[config.mk]
export PLATFORM = sky130hd
export DESIGN_NAME = incubator_ctrl_pro
export DESIGN_NICKNAME = d
export VERILOG_FILES = /design/src/rtl/incubator_pkg.sv /design/src/rtl/dwell_timer.sv /design/src/rtl/incubator_ctrl_pro.sv
export SDC_FILE = /design/constraint.sdc
export NUM_CORES = 1
export LEC_CHECK = 0
export ABC_AREA = 1
export BUFFER_PORTS_ARGS = -buffer_cell sky130_fd_sc_hd__buf_2
export CORE_MARGIN = 2
export CORE_UTILIZATION = 27
export DETAILED_ROUTE_END_ITERATION = 12
export GPL_ROUTABILITY_DRIVEN = 0
export MAX_ROUTING_LAYER = met4
export PLACE_DENSITY_LB_ADDON = 0.05
export SKIP_CTS_REPAIR_TIMING = 1
export SLEW_MARGIN = 20
export SYNTH_ARGS = -nofsm -noshare
export SYNTH_HDL_FRONTEND = slang
export SYNTH_SLANG_ARGS = --single-unit
export TNS_END_PERCENT = 20
[constraint.sdc]
create_clock -name clk -period 2 [get_ports clk]
set_clock_uncertainty 0.2 [all_clocks]
set_input_delay 0.4 -clock clk [delete_from_list [all_inputs] [get_ports clk]]
set_output_delay 0.4 -clock clk [all_outputs]
set_load 0.02 [all_outputs]
[src/rtl/incubator_pkg.sv]
// Shared definitions for the incubator climate controller: state encodings
// (also driven out on the mode port) and a small state-classification helper.
package incubator_pkg;

    typedef logic [2:0] state_t;

    localparam state_t ST_IDLE     = 3'd0;
    localparam state_t ST_HEAT     = 3'd1;
    localparam state_t ST_COOL_LO  = 3'd2;
    localparam state_t ST_COOL_MID = 3'd3;
    localparam state_t ST_COOL_HI  = 3'd4;

    // True for any of the three cooling levels.
    function automatic logic is_cooling(input state_t s);
        return (s == ST_COOL_LO) || (s == ST_COOL_MID) || (s == ST_COOL_HI);
    endfunction

endpackage

[src/rtl/dwell_timer.sv]
// Minimum-dwell timer: counts cycles since the last state change and reports
// when the hold time has elapsed. With MIN_DWELL=0 the counter is a single bit
// that never leaves zero, so done is permanently asserted.
module dwell_timer #(
    parameter int MIN_DWELL = 0
) (
    input  logic clk,
    input  logic reset,
    input  logic restart,
    output logic done
);

    localparam int CNT_W = (MIN_DWELL > 0) ? $clog2(MIN_DWELL + 1) : 1;
    localparam logic [CNT_W-1:0] CNT_MAX = CNT_W'(MIN_DWELL);

    logic [CNT_W-1:0] count;

    // Restart from zero on a state change, otherwise count up and saturate.
    always_ff @(posedge clk or negedge reset) begin
        if (!reset) begin
            count <= '0;
        end else if (restart) begin
            count <= '0;
        end else if (count != CNT_MAX) begin
            count <= count + 1'b1;
        end
    end

    assign done = (count == CNT_MAX);

endmodule

[src/rtl/incubator_ctrl_pro.sv]
// Incubator climate controller top: five-state hysteresis FSM driving heater,
// cooler and cooler speed code from a signed, qualified temperature sample.
// A minimum-dwell timer blocks state changes until the current state has been
// held long enough. Optional sticky out-of-range alarm enabled by defining
// INCUBATOR_ALARM_EN; without it alarm is tied low and alarm_clr is ignored.
module incubator_ctrl_pro
    import incubator_pkg::*;
#(
    parameter int TEMP_W    = 8,
    parameter int CRS_W     = 4,
    parameter int HEAT_ON   = 15,
    parameter int HEAT_OFF  = 30,
    parameter int COOL_ON   = 35,
    parameter int COOL_OFF  = 25,
    parameter int LO_UP     = 40,
    parameter int MID_UP    = 45,
    parameter int MID_DN    = 35,
    parameter int HI_DN     = 40,
    parameter int CRS_LO    = 4,
    parameter int CRS_MID   = 6,
    parameter int CRS_HI    = 8,
    parameter int MIN_DWELL = 0,
    parameter int ALARM_HI  = 50,
    parameter int ALARM_LO  = 5
) (
    input  logic                     clk,
    input  logic                     reset,
    input  logic signed [TEMP_W-1:0] temperature,
    input  logic                     temp_valid,
    input  logic                     alarm_clr,
    output logic                     heater,
    output logic                     cooler,
    output logic [CRS_W-1:0]         crs,
    output logic [2:0]               mode,
    output logic                     alarm
);

    // Thresholds narrowed to the sample width so every compare is TEMP_W-wide signed.
    localparam logic signed [TEMP_W-1:0] T_HEAT_ON  = TEMP_W'(HEAT_ON);
    localparam logic signed [TEMP_W-1:0] T_HEAT_OFF = TEMP_W'(HEAT_OFF);
    localparam logic signed [TEMP_W-1:0] T_COOL_ON  = TEMP_W'(COOL_ON);
    localparam logic signed [TEMP_W-1:0] T_COOL_OFF = TEMP_W'(COOL_OFF);
    localparam logic signed [TEMP_W-1:0] T_LO_UP    = TEMP_W'(LO_UP);
    localparam logic signed [TEMP_W-1:0] T_MID_UP   = TEMP_W'(MID_UP);
    localparam logic signed [TEMP_W-1:0] T_MID_DN   = TEMP_W'(MID_DN);
    localparam logic signed [TEMP_W-1:0] T_HI_DN    = TEMP_W'(HI_DN);

    state_t           state;
    state_t           state_nxt;
    logic             dwell_done;
    logic             restart;
    logic [CRS_W-1:0] crs_nxt;

    assign restart = (state_nxt != state);

    dwell_timer #(
        .MIN_DWELL(MIN_DWELL)
    ) u_dwell (
        .clk    (clk),
        .reset  (reset),
        .restart(restart),
        .done   (dwell_done)
    );

    // Next-state logic: one step per qualified sample, first matching condition wins.
    always_comb begin
        state_nxt = state;
        if (temp_valid && dwell_done) begin
            case (state)
                ST_IDLE: begin
                    if (temperature < T_HEAT_ON)
                        state_nxt = ST_HEAT;
                    else if (temperature > T_COOL_ON)
                        state_nxt = ST_COOL_LO;
                end
                ST_HEAT: begin
                    if (temperature > T_HEAT_OFF)
                        state_nxt = ST_IDLE;
                end
                ST_COOL_LO: begin
                    if (temperature < T_COOL_OFF)
                        state_nxt = ST_IDLE;
                    else if (temperature > T_LO_UP)
                        state_nxt = ST_COOL_MID;
                end
                ST_COOL_MID: begin
                    if (temperature > T_MID_UP)
                        state_nxt = ST_COOL_HI;
                    else if (temperature < T_MID_DN)
                        state_nxt = ST_COOL_LO;
                end
                ST_COOL_HI: begin
                    if (temperature < T_HI_DN)
                        state_nxt = ST_COOL_MID;
                end
                default: state_nxt = ST_IDLE;
            endcase
        end
    end

    // Speed code for the upcoming state; zero whenever the cooler is off.
    always_comb begin
        crs_nxt = '0;
        case (state_nxt)
            ST_COOL_LO:  crs_nxt = CRS_W'(CRS_LO);
            ST_COOL_MID: crs_nxt = CRS_W'(CRS_MID);
            ST_COOL_HI:  crs_nxt = CRS_W'(CRS_HI);
            default:     crs_nxt = '0;
        endcase
    end

    // State register and outputs decoded from the next state, so they move on the same edge.
    always_ff @(posedge clk or negedge reset) begin
        if (!reset) begin
            state  <= ST_IDLE;
            heater <= 1'b0;
            cooler <= 1'b0;
            crs    <= '0;
        end else begin
            state  <= state_nxt;
            heater <= (state_nxt == ST_HEAT);
            cooler <= is_cooling(state_nxt);
            crs    <= crs_nxt;
        end
    end

    assign mode = state;

`ifdef INCUBATOR_ALARM_EN
    localparam logic signed [TEMP_W-1:0] T_ALARM_HI = TEMP_W'(ALARM_HI);
    localparam logic signed [TEMP_W-1:0] T_ALARM_LO = TEMP_W'(ALARM_LO);

    logic alarm_q;

    // Sticky alarm: an out-of-range sample sets it and beats a same-cycle clear.
    always_ff @(posedge clk or negedge reset) begin
        if (!reset) begin
            alarm_q <= 1'b0;
        end else if (temp_valid && ((temperature >= T_ALARM_HI) || (temperature <= T_ALARM_LO))) begin
            alarm_q <= 1'b1;
        end else if (alarm_clr) begin
            alarm_q <= 1'b0;
        end
    end

    assign alarm = alarm_q;
`else
    logic unused_alarm_cfg;

    assign unused_alarm_cfg = &{1'b0, alarm_clr, ALARM_HI[0], ALARM_LO[0]};
    assign alarm = 1'b0;
`endif

endmodule

# After elaboration in Yosys (flattened, before gate mapping)
# Cells that the tools add are included.
# W data, S select, Z words.
# word_totals
register_bits,10
in_bits,12
output_inout_bits,10
elab_cells,41
# classes
addsub,1
magnitude_cmp,8
eq_ne,9
muxes,13
bitwise_logic,1
n_reduce_logical,4
# ops
op,n
$mux W3,9
$gt A8 B7 Y1 const B,3
$lt A8 B7 Y1 const B,2
$pmux W3 S5,1
$eq A3 B2 Y1 const B,4
$pmux W4 S3,1
$gt A8 B6 Y1 const B,1
$lt A8 B5 Y1 const B,1
$lt A8 B6 Y1 const B,1
$eq A3 B1 Y1 const B,2
$eq A3 B3 Y1 const B,2
$logic_not A3 Y1,1
$ne A3 B3 Y1,1
$logic_or A1 B1 Y1,2
$mux W1,2
$add A1 B1 Y1 const B,1
$logic_and A1 B1 Y1,1
$not A1 Y1,1

# Logic depth before layout (Yosys ltp)
# logic_depth
ltp_word,8
depth_mapped,13

# Cells and area by module
# A second synthesis with hierarchy kept.
# hier_totals
cells_unflattened,125
area_unflattened_um2,805.8
# by_module_without_submodules
mod,n_inst,cells_each,area_each_um2,seq_area_each_um2
incubator_ctrl_pro,1,123,794.5,200.2
dwell_timer,1,2,11.3,0.0

# Least setup slack after synthesis
# Ideal clock, no wire load.
# synth_timing
path_kind,register -> register
startpoint,"register state[0], in the netlist mode[0]"
endpoint,register cooler
arrival_ns,1.292
required_ns,1.679
slack_ns,0.387
stages_incl_launch_ff,12
n_path_buf,0
period_less_slack_ns,1.613
path_cell_list,dfrtp_1 inv_1 nand2_1 nor2_1 o21ai_1 inv_1 nor2_1 nand3_1 nand2_1 nand2_2 nand2_1 o21ai_1
# synth_lines
item,line,rtl
from (decl),incubator_ctrl_pro.sv:48,state_t state;
from (signal assigned),incubator_ctrl_pro.sv:120,state <= state_nxt;
"$eq A3 B3 Y1, or another cell as far along",incubator_ctrl_pro.sv:69,case (state)
$pmux W3 S5 *,incubator_ctrl_pro.sv:69,
$mux W3 *,incubator_ctrl_pro.sv:68,if (temp_valid && dwell_done) begin
named net state_nxt[1],incubator_ctrl_pro.sv:49,state_t state_nxt;
$eq A3 B2 Y1,incubator_pkg.sv:15,return (s == ST_COOL_LO) || (s == ST_COOL_MID) || (s == ST_COOL_HI);
$logic_or A1 B1 Y1,incubator_pkg.sv:15,
$logic_or A1 B1 Y1 *,incubator_pkg.sv:15,
to (signal assigned),incubator_ctrl_pro.sv:122,cooler <= is_cooling(state_nxt);
to (decl),incubator_ctrl_pro.sv:32,"output logic cooler,"
# The timed path passes the listed nets; every way through them passes the cells marked *.

# Final worst setup path
# layout_timing
startpoint,"register state[0], in the netlist mode[0]"
endpoint,register heater
# layout_between
elab_chain_cells,5
# layout_lines
item,line,rtl
$mux W3 (on tied branches),"incubator_ctrl_pro.sv:89, incubator_ctrl_pro.sv:73, incubator_ctrl_pro.sv:83",
$mux W3 (on tied branches),"incubator_ctrl_pro.sv:87, incubator_ctrl_pro.sv:71, incubator_ctrl_pro.sv:81",
$pmux W3 S5,incubator_ctrl_pro.sv:69,
$mux W3 *,incubator_ctrl_pro.sv:68,
named net state_nxt[0],incubator_ctrl_pro.sv:49,
$eq A3 B1 Y1 *,incubator_ctrl_pro.sv:121,heater <= (state_nxt == ST_HEAT);
to (signal assigned),incubator_ctrl_pro.sv:121,
to (decl),incubator_ctrl_pro.sv:31,"output logic heater,"
# Marked as above.

==> results.txt <==
leakage power -> 0.439 nW
crit-path most repeated cell -> nand2_1
PD cells -> 997 nW/um^2
simple-gate share of the synthesized area -> 0.495
max cap viols -> 0
PortBufs -> 18
DR DRC count -> 0
final hold slack -> 0.262 ns
Worst R2R Path Depth -> 11
std cell rows -> 17
Synth Area in XOR/XNOR -> 0
FMAX -> 592 MHz
post-synthesis register bit count -> 8
r2r setup slk -> 0.31 ns
post-synth cell types -> 19
maximum clock insertion buffer count -> 2
fillers -> 269
path type of the worst setup path -> reg2reg
Area Growth Syn to Fin -> 22.8%
commonest non-fill, non-tap cells in the layout -> nand2_1 (28), buf_2 (18), nor2_1 (16), inv_1 (14), dfrtp_1 (8)
Post-DP HPWL -> 1.20 mm
Worst-path clk slew -> 0.05 ns
HP Start -> temp_valid
Worst IR Drop VDD -> 0.557 mV
Adder-Cell Fraction of Synth Area -> 0
Mapped Area -> 642 sq um
Worst-Skew Late Latency -> 0.24 ns
maximum number of pins on one net before global-route repair -> 9
Pins Over Slew Limit -> 0
Critical Path Source Type -> flip-flop
Synth top area share -> 0.312
Hold WC Path Type -> in2reg
cell taking the most area after synthesis -> dfrtp_1
min Tclk post-route -> 1.69 ns
first-pass GRT wire length -> 2.43 mm
number of global-route vias before repair -> 588
Nets -> 136
Seq/Total Area, Yosys -> 0.312
unrepaired setup endpoints after global routing -> false
Arrival @ worst endpoint -> 1.67 ns
reg2reg end -> heater
Synthesis Warnings -> 0
Final setup viols -> 0
Inst Count DP -> 146
crit end category -> flip-flop
Critical Path RT -> 1.98 ns
Core Box Area -> 2230 sq um
DR WL/cell -> 9.38 um
TritonCTS clock tree -> yes
Routed Antenna Nets -> 0
R2R Path Start -> mode[0]
Finished Layout Cells -> 150
Final TNS setup -> 0 ns
ant diodes -> 0
period utilisation layout -> 0.845
Max H-tree Level -> 1
compound-cell area share of the yosys netlist -> 0.0643
DR vias/cell -> 4.26
Initial Util -> 0.287
Post-Syn Instances -> 101
total die area -> 2780 sq um
average size of a mapped cell -> 6.36 sq um
Root Driver -> clkbuf_4
multiplexer share of the synthesized area -> 0
CP max stage cell -> dfrtp_1
crit-path max cell delay -> 0.40 ns
worst-path maximum fanout -> 5
Hold Fails Final Rpt -> 0
initial DRC count -> 10
most common cell after layout, fill and taps aside -> nand2_1
Ports -> 22
clock sink count -> 8
Hold Path Sink -> mode[2]
CP Cell Sequence -> inv_1 > nand2_1 > nor2_1 > o21ai_1 > nand2_1 > a21oi_2 > nand3_1 > nand2_1 > nand2_2 > nand2_2 > nor2_1
Hold Path Cell Cnt -> 3
DR pass1 iterations -> 4
final WL -> 1.41 mm
Inserted Clock Buffers -> 3
outcome -> finished clean
Die Width -> 52.8 um
Tot GR Track Use -> 0.121
Die Height -> 52.8 um
leading post-synthesis cells by cell area -> dfrtp_1 (31%), nand2_1 (16%), nor2_1 (9.4%)
largest family of logic cells by synthesized area -> simple AND/OR/NAND/NOR gates
vias -> 639
gr ovfl total -> 0
antenna violations before repair -> 0
layout cells sized above 1 -> 0.320
## cell families after synthesis
group | count (synthesis)
AO/OA/AOI/OAI | 6
buffers and inverters | 19
flip-flops | 8
other | 1
AND/OR/NAND/NOR | 67
## layout make-up
cell class	count	area (sq um)	area share
flip-flops and latches	8	200	0.254
multi-input cells	75	367	0.465
inverters	17	63.8	0.0810
well taps	28	35.0	0.0444
repair buffers	19	100	0.127
clock buffers	3	22.5	0.0286
## power breakdown
group | total [W] | internal (W) | switching, W
Combinational | 0.000416 | 0.000135 | 0.000281
Clock | 0.000119 | 0.0000684 | 0.0000504
Sequential | 0.000251 | 0.000217 | 0.0000339
## synth_stat cells, drive strengths merged
cell type	count
nand2	34
nor2	18
inv	17
nand3	9
dfrtp	8
nor3	4
o21ai	4
a21oi	2
buf	2
nand4	2
conb	1
## per-stage QoR
| stage | power, W | util | area [sq um] | worst slack (ns) |
|---|---|---|---|---|
| floorplan | 0.000550 | - | 646 | 0.387 |
| global placement | 0.000672 | 0.338 | 756 | 0.155 |
| detailed placement | 0.000670 | 0.338 | 756 | 0.169 |
| CTS | 0.000798 | 0.348 | 778 | 0.309 |
| global route | 0.000869 | 0.353 | 788 | 0.132 |
| finish | 0.000786 | 0.353 | 788 | 0.310 |
## sequential cells by signal (all words and copies together) (netlist names)
signal,cells
cooler,1
heater,1
mode,3
crs,3
## critical path, delay by kind of cell (launching register included)
kind	cells	cell delay, ns
simple gates	8	0.73
flops	1	0.40
buf+inv	1	0.15
compound gates	2	0.14
## worst max-delay path by stage
stage / from / endpoint / slack (ns) / cells past startpoint
6_report: mode[0] / heater / 0.31 / 11
5_1_grt: mode[1] / cooler / 0.13 / 11
4_1_cts: mode[1] / heater / 0.31 / 11
3_5_place_dp: temperature[5] / cooler / 0.17 / 11
3_3_place_gp: temperature[5] / cooler / 0.15 / 11
2_1_floorplan: mode[0] / cooler / 0.39 / 11
## layer usage
metal	vias to the layer above	track usage	routed length (um)
met4	0	0	0
met1	274	0.174	771
met5	-	-	0
met3	0	0.0457	77
met2	16	0.173	558
li1	349	-	-
No activity file was read; power rests on OpenSTA's default activity.
